File: config.mk
export PLATFORM = sky130hd
export DESIGN_NAME = processor_fetch_unit
export DESIGN_NICKNAME = d
export VERILOG_FILES = /design/src/rtl/processor_pkg.sv /design/src/rtl/processor_pc_next.sv /design/src/rtl/processor_fetch_unit.sv
export SDC_FILE = /design/constraint.sdc
export NUM_CORES = 1
export LEC_CHECK = 0
export BUFFER_PORTS_ARGS = -buffer_cell sky130_fd_sc_hd__buf_2
export CORE_UTILIZATION = 40
export CTS_BUF_LIST = sky130_fd_sc_hd__clkbuf_4
export CTS_CLUSTER_SIZE = 12
export DETAILED_ROUTE_END_ITERATION = 8
export GPL_ROUTABILITY_DRIVEN = 0
export REMOVE_ABC_BUFFERS = 1
export SYNTH_ARGS = -nofsm -noshare
export SYNTH_HDL_FRONTEND = slang
export SYNTH_SLANG_ARGS = --single-unit
File: constraint.sdc
create_clock -name clk -period 9.8 [get_ports clk]
set_input_delay 0.49 -clock clk [delete_from_list [all_inputs] [get_ports clk]]
set_output_delay 0.49 -clock clk [all_outputs]
set_load 0.01 [all_outputs]
File: src/rtl/processor_pkg.sv
// Shared definitions for the instruction fetch/issue stage: opcode encodings,
// the fetch FSM state type and the opcode legality check.
package processor_pkg;

  localparam int INST_W = 32;

  localparam logic [5:0] OP_RTYPE = 6'b000000;
  localparam logic [5:0] OP_LW    = 6'b100011;
  localparam logic [5:0] OP_SW    = 6'b101011;
  localparam logic [5:0] OP_BEQ   = 6'b000100;

  typedef enum logic [1:0] {
    IDLE  = 2'd0,
    FETCH = 2'd1,
    ISSUE = 2'd2,
    HALT  = 2'd3
  } fetch_state_t;

  // True for the opcodes the downstream control unit can execute.
  function automatic logic op_supported(input logic [5:0] op);
    logic ok;
    case (op)
      OP_RTYPE, OP_LW, OP_SW, OP_BEQ: ok = 1'b1;
      default:                        ok = 1'b0;
    endcase
    return ok;
  endfunction

endpackage

File: src/rtl/processor_pc_next.sv
// Next-PC adder: sequential PC + 4, plus the word-scaled branch offset when the
// branch is taken. All arithmetic wraps modulo 2^ADDR_W.
module processor_pc_next
  import processor_pkg::*;
#(
  parameter int ADDR_W = 32
) (
  input  logic [ADDR_W-1:0] pc,
  input  logic [INST_W-1:0] imm_sext,
  input  logic              take,
  output logic [ADDR_W-1:0] pc_next
);

  logic signed [ADDR_W-1:0] off_ext;
  logic        [ADDR_W-1:0] off_words;
  logic        [ADDR_W-1:0] seq_pc;

  // Sign-extend (or truncate) the immediate to the PC width, then scale to bytes.
  assign off_ext   = ADDR_W'($signed(imm_sext));
  assign off_words = off_ext <<< 2;
  assign seq_pc    = pc + ADDR_W'(4);
  assign pc_next   = take ? (seq_pc + off_words) : seq_pc;

endmodule

File: src/rtl/processor_fetch_unit.sv
// Instruction fetch and issue stage. Holds the PC, fetches one word per
// instruction over a req/ack handshake, latches it into the instruction
// register, decodes its fields for the control unit/datapath and advances the
// PC once the issued instruction leaves (no stall).
module processor_fetch_unit
  import processor_pkg::*;
#(
  parameter int                ADDR_W   = 32,
  parameter logic [ADDR_W-1:0] RESET_PC = '0
) (
  input  logic              clk,
  input  logic              rst,
  output logic              imem_req,
  output logic [ADDR_W-1:0] imem_addr,
  input  logic              imem_ack,
  input  logic [INST_W-1:0] imem_rdata,
  input  logic              branch,
  input  logic              zero,
  input  logic              stall,
  output logic              inst_valid,
  output logic [5:0]        ctl_op,
  output logic [4:0]        rs,
  output logic [4:0]        rt,
  output logic [4:0]        rd,
  output logic [5:0]        funct,
  output logic [INST_W-1:0] imm_sext,
  output logic [ADDR_W-1:0] pc,
  output logic              illegal_op,
  output logic [31:0]       instret
);

  fetch_state_t      state_q;
  logic [ADDR_W-1:0] pc_q;
  logic [INST_W-1:0] ir_q;
  logic [31:0]       instret_q;
  logic              illegal_q;
  logic              req_q;
  logic              valid_q;

  logic [ADDR_W-1:0] pc_d;
  logic              take;

  // Shift-amount field is not consumed by this stage or its neighbours.
  logic unused_shamt;
  assign unused_shamt = ^ir_q[10:6];

  // Branch outcome only matters when the FSM actually advances from ISSUE;
  // outside that case pc_d is ignored.
  assign take = branch & zero;

  processor_pc_next #(
    .ADDR_W(ADDR_W)
  ) u_pc_next (
    .pc      (pc_q),
    .imm_sext(imm_sext),
    .take    (take),
    .pc_next (pc_d)
  );

  // Fetch/issue FSM with registered handshake and valid outputs, so neither
  // depends combinationally on any input.
  always_ff @(posedge clk) begin
    if (rst) begin
      state_q   <= IDLE;
      pc_q      <= RESET_PC;
      ir_q      <= '0;
      instret_q <= '0;
      illegal_q <= 1'b0;
      req_q     <= 1'b0;
      valid_q   <= 1'b0;
    end else begin
      case (state_q)
        IDLE: begin
          state_q <= FETCH;
          req_q   <= 1'b1;
          valid_q <= 1'b0;
        end
        FETCH: begin
          if (imem_ack) begin
            ir_q  <= imem_rdata;
            req_q <= 1'b0;
            if (op_supported(imem_rdata[31:26])) begin
              state_q <= ISSUE;
              valid_q <= 1'b1;
            end else begin
              state_q   <= HALT;
              illegal_q <= 1'b1;
              valid_q   <= 1'b0;
            end
          end
        end
        ISSUE: begin
          if (!stall) begin
            pc_q      <= pc_d;
            instret_q <= instret_q + 32'd1;
            state_q   <= FETCH;
            req_q     <= 1'b1;
            valid_q   <= 1'b0;
          end
        end
        HALT: begin
          // Parked on the illegal word until reset.
          req_q   <= 1'b0;
          valid_q <= 1'b0;
        end
        default: begin
          state_q <= IDLE;
          req_q   <= 1'b0;
          valid_q <= 1'b0;
        end
      endcase
    end
  end

  // Field decode of the instruction register.
  assign ctl_op   = ir_q[31:26];
  assign rs       = ir_q[25:21];
  assign rt       = ir_q[20:16];
  assign rd       = ir_q[15:11];
  assign funct    = ir_q[5:0];
  assign imm_sext = {{16{ir_q[15]}}, ir_q[15:0]};

  assign imem_req   = req_q;
  assign imem_addr  = pc_q;
  assign inst_valid = valid_q;
  assign pc         = pc_q;
  assign illegal_op = illegal_q;
  assign instret    = instret_q;

endmodule

After elaboration in Yosys (flattened, before gate mapping)
Cells that the tools add are included.
- add/sub/neg operators: 3
- equality and inequality tests: 8
- multiplexer cells: 16
- bitwise operators: 3
- reductions and logical operators: 10
- operators by type and width (cell ; number):
    adder 32 x 1 -> 32 bit, second input constant ; 1
    adder 32 x 3 -> 32 bit, second input constant ; 1
    adder 32 bit ; 1
    2-to-1 mux 32 bit ; 1
    == test 6 bit, second input constant ; 2
    2-to-1 mux 1 bit ; 10
    == test 6 x 3 -> 1 bit, second input constant ; 1
    logical NOT 6 bit ; 1
    case mux 2 bit (3 select lines) ; 1
    AND reduction 2 bit ; 3
    AND reduction 3 bit ; 2
    == test 2 bit, second input constant ; 2
    2-to-1 mux 2 bit ; 2
    != test 2 bit, second input constant ; 2
    case mux 1 bit (4 select lines) ; 1
    OR reduction 4 bit ; 1
    case mux 1 bit (3 select lines) ; 1
    nonzero test 3 bit ; 1
    == test 2 x 1 -> 1 bit, second input constant ; 1
    logical NOT 2 bit ; 1
    inverter 1 bit ; 2
    OR reduction 2 bit ; 1
    bitwise AND 1 bit ; 1
- register bits: 101
- input bits: 38
- logic and storage cells: 47

Logic depth before layout (Yosys ltp)
Gate-level depths: netlist of the first run.
- depth after elaboration: 9
- depth in mapped cells: 18
- depth with buffers taken out: 18

Hierarchy
Synthesis of the first run repeated with hierarchy kept, for this count alone.
- cells, all modules: 938
- area total of the unflattened synthesis: 7179.4 um2
- modules (own cells, without submodules) (module ; instances ; cells an instance ; area an instance (um2) ; seq. area each (um2)):
    processor_fetch_unit ; 1 ; 558 ; 4519.3 ; 2021.9
    processor_pc_next ; 1 ; 380 ; 2660.1 ; 0.0

Worst setup path after synthesis of the first run
No wires, ideal clock.
- kind: register -> register
- start: register pc_q[8], in the netlist imem_addr[8]
- end: register pc_q[31], in the netlist imem_addr[31]
- arrival time: 3.516 ns
- setup slack: 6.161 ns
- stages on the path, launching flop included: 16
- cell sequence: dfxtp_1 nand2_1 nor2_1 nand3_1 nor4_2 xor2_1 ha_1 clkbuf_1 a21oi_1 o21bai_1 a221oi_1 a21oi_1 o22ai_2 mux2i_1 mux2i_1 mux2_1
- longest elaborated chain between the ends: 3
- RTL lines (item ; line ; source):
    start, declared ; processor_fetch_unit.sv:33 ; logic [ADDR_W-1:0] pc_q;
    start signal, assigned ; processor_fetch_unit.sv:94 ; pc_q <= pc_d;
    adder 32 x 3 -> 32 bit (*) ; processor_pc_next.sv:21 ; assign seq_pc = pc + ADDR_W'(4);
    adder 32 bit ; processor_pc_next.sv:22 ; assign pc_next = take ? (seq_pc + off_words) : seq_pc;
    2-to-1 mux 32 bit (*) ; processor_pc_next.sv:22 ;
Mark *: on every way between the ends. The rest lies on a longest branch, timed or not.
A chain may end at the register's enable or synchronous reset.

Worst setup path after layout of the first run
- start: register pc_q[2], in the netlist imem_addr[2]
- end: register pc_q[31], in the netlist imem_addr[31]
The elaborated chain is that of the path after synthesis.

==> out/results.ini, run 1 <==
[synthesis]
ys_seq_elements=99
syn-mean-instance-area_um2=7.72
synth_xor_area_frac=0.101
synth_fa_ha_area_frac=0.0743
synth_top_cells_by_count=140 x nand2_1, 99 x dfxtp_1, 83 x a21oi_1, 80 x nor2_1, 62 x buf_4
synth_edf_count=0
seq_area_frac_synth=0.297
synth_area_leaders=dfxtp_1 30%, nand2_1 7.9%, ha_1 7.1%
yosysMostFrequentCell=nand2_1
synth_compound_area_frac=0.193
syn-cell-area_um2=6670
synthFlopType=dfxtp_1
synth_top_area_share=0.297
syn_inst=863
synth.distinct_cells=67
synth_top_family_by_area=simple AND/OR/NAND/NOR gates
synth_mux_area_frac=0.00619
synth_warnings=0
synth-simple-area-share=0.227
synthArstFlopShare=0
yosysTopAreaCell=dfxtp_1

[pwr]
clockPowerShare=0.342
swShare=0.298
power_per_cell_area_nw_per_um2=106
peakVddDrop_mv=0.0501
p_total_mw=0.800
seqPwrFrac=0.529
p_sw_mw=0.238
power_leakage_nw=3.63
p_int_mw=0.562
pwr-share-comb=0.129

[sta]
setup-violations-final=0
finalWorstSetupSlack_ns=5.70
worst_pin_slew_ns=1.07
maxSlewViolCount=0
period_needed_ns=4.10
clock_skew_ns=0.0170
max_freq_mhz=244
finalCritPeriodShare=0.418
rsz0062_at_grt=false
final_hold_viol_count=0
whs_ns=0.213
slew_headroom=0.284
fin_tns_setup_ns=0

[cells_and_area]
final_cell_area_um2=7520
fillCellCount=1661
nNetsFinal=1052
drive_above_1_share=0.239
layout.cells.non_filler=1197
area_growth_pct=12.9
finish.utilization=0.469

[routing]
first_pass_iters=5
totalWireLength_um=18100
first_iter_violations=352
wl_per_cell_um=15.1
route.detailed.drc=0
ant_nets=0
vias_per_cell=5.16
num_vias=6176

[cts]
cts_resized=0
cts_setup_buffers=0
cts-root-buf=clkbuf_4
clockBufferDepth=2
hold_buffers=0
cts_buffers=9
htree_num_levels=3
clock_insertion_delay_worst_skew_ns=0.49
tritoncts=done
cts.sinks=99
clk_pin_slew_ns=0.18

[outcome]
status=completed

[floorplanning]
die_x_um=131
io_pins=196
start_util=0.415
die_h_um=131
dieArea_um2=17200
design.core.area_um2=16100
core.rowCount=46

[grt]
grt_overflow=0
grt_pass1_vias=5610
grt_max_degree=55
grt.total_usage=0.216
grt_pass1_wl_um=28900
antenna_found_initial=1

[critical_path]
worstPathRequired_ns=10.21
worst-path-max-fanout=10
cpMaxStageDelayCell=dfxtp_1
r2r_start=imem_addr[2]
setup.worst_path.end_class=flip-flop
worstSetupStartpoint=imem_addr[2]
path_cells=ha_1 -> nand2_1 -> nor2_1 -> nand3_1 -> xnor2_1 -> ha_1 -> a21oi_1 -> o211ai_2 -> a221oi_2 -> nand2_1 -> o21ai_2 -> a21oi_1 -> o22ai_2 -> mux2i_1 -> mux2i_1 -> mux2_1
critical_path_arrival_ns=4.51
crit_path_start_kind=flip-flop
cpPeakStageDelay_ns=0.55
crit_type=flip-flop to flip-flop

[place]
place_area_um2=7340
io_buffers=191
hpwl_um=13000
place_ws_ns=5.75
placed_cells=1180

[min_path]
hp-class=input port to flip-flop
holdCritStartpoint=imem_rdata[0]

[run]
drv_cap=0

power groups by stage:
stage / Combinational (mW) / Sequential (mW) / Clock (mW)
after global routing: 0.116 / 0.425 / 0.297
after CTS: 0.104 / 0.423 / 0.286
final: 0.103 / 0.423 / 0.274
after detailed placement: 0.104 / 0.431 / 0
after floorplan: 0.0478 / 0.439 / 0
after global placement: 0.104 / 0.431 / 0
final cells by class:
| cell class | instances | area [µm²] | area share |
|---|---|---|---|
| multi-input cells | 653 | 4030 | 0.535 |
| repair buffers | 197 | 1000 | 0.133 |
| clock inverters | 7 | 116 | 0.0155 |
| flip-flops and latches | 99 | 1980 | 0.263 |
| well taps | 216 | 270 | 0.0359 |
| inverters | 15 | 56.3 | 0.00748 |
| diodes | 1 | 2.50 | 0.000333 |
| clock buffers | 9 | 67.6 | 0.00898 |
cell families (layout without fill, tap and decap cells):
group                    Yosys count  count (layout)
XOR/XNOR                          76              76
flip-flops                        99              99
buffers and inverters            114             228
AND/OR/NAND/NOR                  328             328
AO/OA/AOI/OAI                    202             202
multiplexers                       4               4
adder cells (fa/ha/maj)           39              39
other                              1               5
path summary, 6_finish.rpt:
kind | slack, ns | end | cells past startpoint
setup reg to reg | 5.70 | imem_addr[31] | 16
hold reg to reg | 0.47 | ir_q[26] | 2
setup / recovery | 5.70 | imem_addr[31] | 16
hold / removal | 0.21 | ir_q[0] | 3
critical path, delay by kind of cell, from the launching register on:
family	cells	cell delay [ns]
simple gates	4	0.73
fa+ha+maj	2	0.65
xor+xnor	1	0.22
mux	3	0.78
compound gates	6	1.09
flops	1	0.55
registers in the layout (all words and copies together), names as in the netlist:
name        flops
illegal_op      1
imem_addr      30
imem_req        1
inst_valid      1
instret        32
ir_q           32
state_q         2
placed cells by master (no fill, tap or decap), types with 3 or more instances in the layout:
master    Yosys  routed
xnor2_1      37      37
clkbuf_4      0       9
nand3_1      30      30
conb_1        1       4
o21ai_0      22      22
a22oi_1       3       3
a311oi_1      7       7
a211oi_1      7       7
o22ai_1       3       3
buf_4        62       7
and4_1        4       4
a21oi_1      83      83
a211o_1       3       3
o21a_1        5       5
a31oi_1       7       7
nand2_1     140     140
xor2_1       38      38
buf_2         3     190
o21ai_1      12      12
and3_1       18      18
nor3_1        7       7
and2_1        7       7
inv_1        15      15
or3_1         3       3
ha_1         38      38
mux2i_1       3       3
a21o_1       18      18
a221oi_1      9       9
nor2_1       80      79
o21bai_1      6       6
dfxtp_1      99      99
nand4_1      18      18
metal layers:
layer | up-vias | GRT usage | wire length [µm] | part of all wire
met1 | 2813 | 0.287 | 8480 | 0.47
met4 | 0 | 0.0940 | 497 | 0.028
met3 | 29 | 0.0349 | 943 | 0.052
met5 | - | 0 | 0 | 0
met2 | 179 | 0.346 | 8140 | 0.45
li1 | 3155 | - | - | -
No activity file was read; power rests on OpenSTA's default activity.
==> run 2: changes to the inputs <==
==> constraint.sdc (replaced) <==
create_clock -name clk -period 3.8 [get_ports clk]
set_input_delay 0.19 -clock clk [delete_from_list [all_inputs] [get_ports clk]]
set_output_delay 0.19 -clock clk [all_outputs]
set_load 0.01 [all_outputs]
==> run 2 against run 1 <==
Net effect:
- sequential power rose to 2.6 times the previous value
- register-to-register slack got worse by 5.4 ns
- first-iteration DRC count fell by 6.3%
- setup slack got worse by 5.4 ns
- die area did not move
- largest power group unchanged
==> out/results.ini, run 2 (same netlist as run 1, synthesis figures left out) <==
[outcome]
status=completed

[cts]
tritoncts=done
cts.sinks=99  ; unchanged
cts-root-buf=clkbuf_4
htree_num_levels=3  ; unchanged
clockBufferDepth=2  ; unchanged
cts_buffers=9  ; unchanged
clock_insertion_delay_worst_skew_ns=0.49  ; about the same
clk_pin_slew_ns=0.17  ; about the same

[floorplanning]
dieArea_um2=17200  ; unchanged
die_h_um=131  ; unchanged
design.core.area_um2=16100  ; unchanged
io_pins=196  ; unchanged
start_util=0.415  ; unchanged
die_x_um=131  ; unchanged
core.rowCount=46  ; unchanged

[cells_and_area]
area_growth_pct=23.5
drive_above_1_share=0.282  ; +0.0431
nNetsFinal=1122  ; +6.7%
seq_area_um2=1990  ; +0.19%
fillCellCount=1613  ; -2.9%
multiInputGateArea_um2=4170  ; +3.7%
layout_common_cells=190 x buf_2, 138 x nand2_1, 96 x dfxtp_1, 80 x a21oi_1, 74 x nor2_1
final_cell_area_um2=8230  ; +9.4%
final_common_cell=buf_2

[routing]
ant_nets=0  ; unchanged
vias_per_cell=5.15  ; -0.14%
first_pass_iters=5  ; unchanged
num_vias=6528  ; +5.7%
totalWireLength_um=18500  ; +2.1%
first_iter_violations=330  ; -6.3%
route.detailed.drc=0  ; unchanged
wl_per_cell_um=14.6  ; -3.5%

[critical_path]
crit_type=flip-flop to flip-flop
r2r_start=imem_addr[6]
setup.worst_path.end_class=flip-flop
worstPathRequired_ns=4.21  ; -6.00 ns
worst-path-max-fanout=4  ; -6
crit_path_start_kind=flip-flop
rr_endpoint=imem_addr[31]
rrSetupSlack_ns=0.26  ; -5.44 ns
critical_path_arrival_ns=3.95  ; -0.56 ns
reg2regPathDepth=17  ; +1

[sta]
final_hold_viol_count=0  ; unchanged
maxSlewViolCount=0  ; unchanged
setup-violations-final=0  ; unchanged
finalWorstSetupSlack_ns=0.260  ; -5.44 ns
max_freq_mhz=282  ; +16%
finalCritPeriodShare=0.932  ; +0.513
period_needed_ns=3.54  ; -0.557 ns
rsz0062_at_grt=true
worst_pin_slew_ns=0.779  ; -0.292 ns
clock_skew_ns=0.0130  ; -0.00401 ns
slew_headroom=0.479  ; +0.195

[place]
place_ws_ns=0.122  ; -5.62 ns
hpwl_um=13100  ; +0.62%
io_buffers=191  ; unchanged
place_area_um2=7610  ; +3.7%

[pwr]
seqPwrFrac=0.558  ; +0.029
power_per_cell_area_nw_per_um2=237  ; +120%
swShare=0.312  ; +0.0138
clockPowerShare=0.283  ; -0.059
p_int_mw=1.34  ; +140%
p_sw_mw=0.608  ; +150%
power_leakage_nw=4.01  ; +10%
peakVddDrop_mv=0.170  ; +240%
pwr-share-comb=0.159  ; +0.030

[grt]
grt.total_usage=0.216  ; about the same
antenna_found_initial=1  ; unchanged
grt_overflow=0  ; unchanged
grt_pass1_wl_um=29200  ; +1.1%
grt_pass1_vias=5892  ; +5.0%
grt_max_degree=52  ; -5.5%

[min_path]
holdCritStartpoint=stall
worst_hold_path.num_cells=3  ; unchanged
hold_end=state_q[1]
hp-class=input port to flip-flop

[run]
drv_cap=0  ; unchanged

-- run 2: cell types whose count changed in the layout (fill, tap and decap cells not counted), moves of 4 or more --
cell / previous run / this run
nor2_1: 79 / 74
dlygate4sd3_1: 0 / 33
xnor2_2: 0 / 4
buf_4: 7 / 44
xnor2_1: 37 / 33
-- run 2: per-stage QoR --
step | std cells | total power [mW] | hold slack [ns] | TNS [ns] | utilization
6_report | 1267 | 1.95 | 0.0370 | 0 | 0.513
5_1_grt | 1267 | 2.05 | 0.0589 | -0.0360 | 0.513
4_1_cts | 1265 | 1.96 | 0.0130 | 0 | 0.502
3_5_place_dp | 1216 | 1.39 | 0.436 | 0 | 0.474
3_3_place_gp | 1216 | 1.39 | 0.432 | 0 | 0.474
2_1_floorplan | 767 | 1.26 | 0.259 | -0.522 | -
-- run 2: worst max-delay path: stages, from the launching register on --
cell and delay (ns):
dfxtp_2 0.35, and3_1 0.18, and2_2 0.22, nand2_2 0.13, nor2_4 0.06, buf_4 0.14
xnor2_1 0.13, ha_1 0.34, a211oi_4 0.26, o211ai_2 0.12, a221oi_2 0.26, nand2_1 0.14
o21ai_2 0.16, a21oi_1 0.09, o22ai_2 0.11, mux2i_1 0.23, mux2i_1 0.23, mux2_1 0.33
-- run 2: what timing repair did --
item                       4_1_cts  5_1_grt
setup endpoints to repair        0        4
resized for setup                0       33
hold buffers                    33        0
setup buffers                    0        1
hold endpoints to repair        33        0
-- run 2: area by class of cell --
| cell class | instances | share of cell area |
|---|---|---|
| clock buffers | 9 | 0.00821 |
| clock inverters | 7 | 0.00760 |
| diodes | 1 | 0.000304 |
| inverters | 15 | 0.00684 |
| flip-flops and latches | 99 | 0.241 |
| multi-input cells | 653 | 0.507 |
| well taps | 216 | 0.0328 |
| repair buffers | 267 | 0.196 |
-- run 2: worst max-delay path by stage --
stage / start / endpoint / slack (ns) / cells after the start
after floorplan: ir_q[15] / imem_addr[31] / -0.33 / 9
after global placement: imem_addr[17] / imem_addr[31] / 0.15 / 16
after detailed placement: imem_addr[17] / imem_addr[31] / 0.12 / 16
after CTS: imem_addr[17] / imem_addr[31] / 0.09 / 16
after global routing: imem_addr[15] / imem_addr[29] / -0.03 / 19
final: imem_addr[6] / imem_addr[31] / 0.26 / 17
-- run 2: metal layers --
layer	up-vias	routed length (µm)	global-route usage
met5	-	0	0
met1	3019	8610	0.286
met3	19	768	0.0183
li1	3295	-	-
met2	195	8740	0.367
met4	0	342	0.0778
-- run 2: power by group through the flow --
stage,logic [mW],clock network [mW],registers [mW]
after floorplan,0.123,0,1.13
after global placement,0.279,0,1.11
after detailed placement,0.279,0,1.11
after CTS,0.306,0.569,1.09
after global routing,0.344,0.609,1.09
final,0.310,0.552,1.09
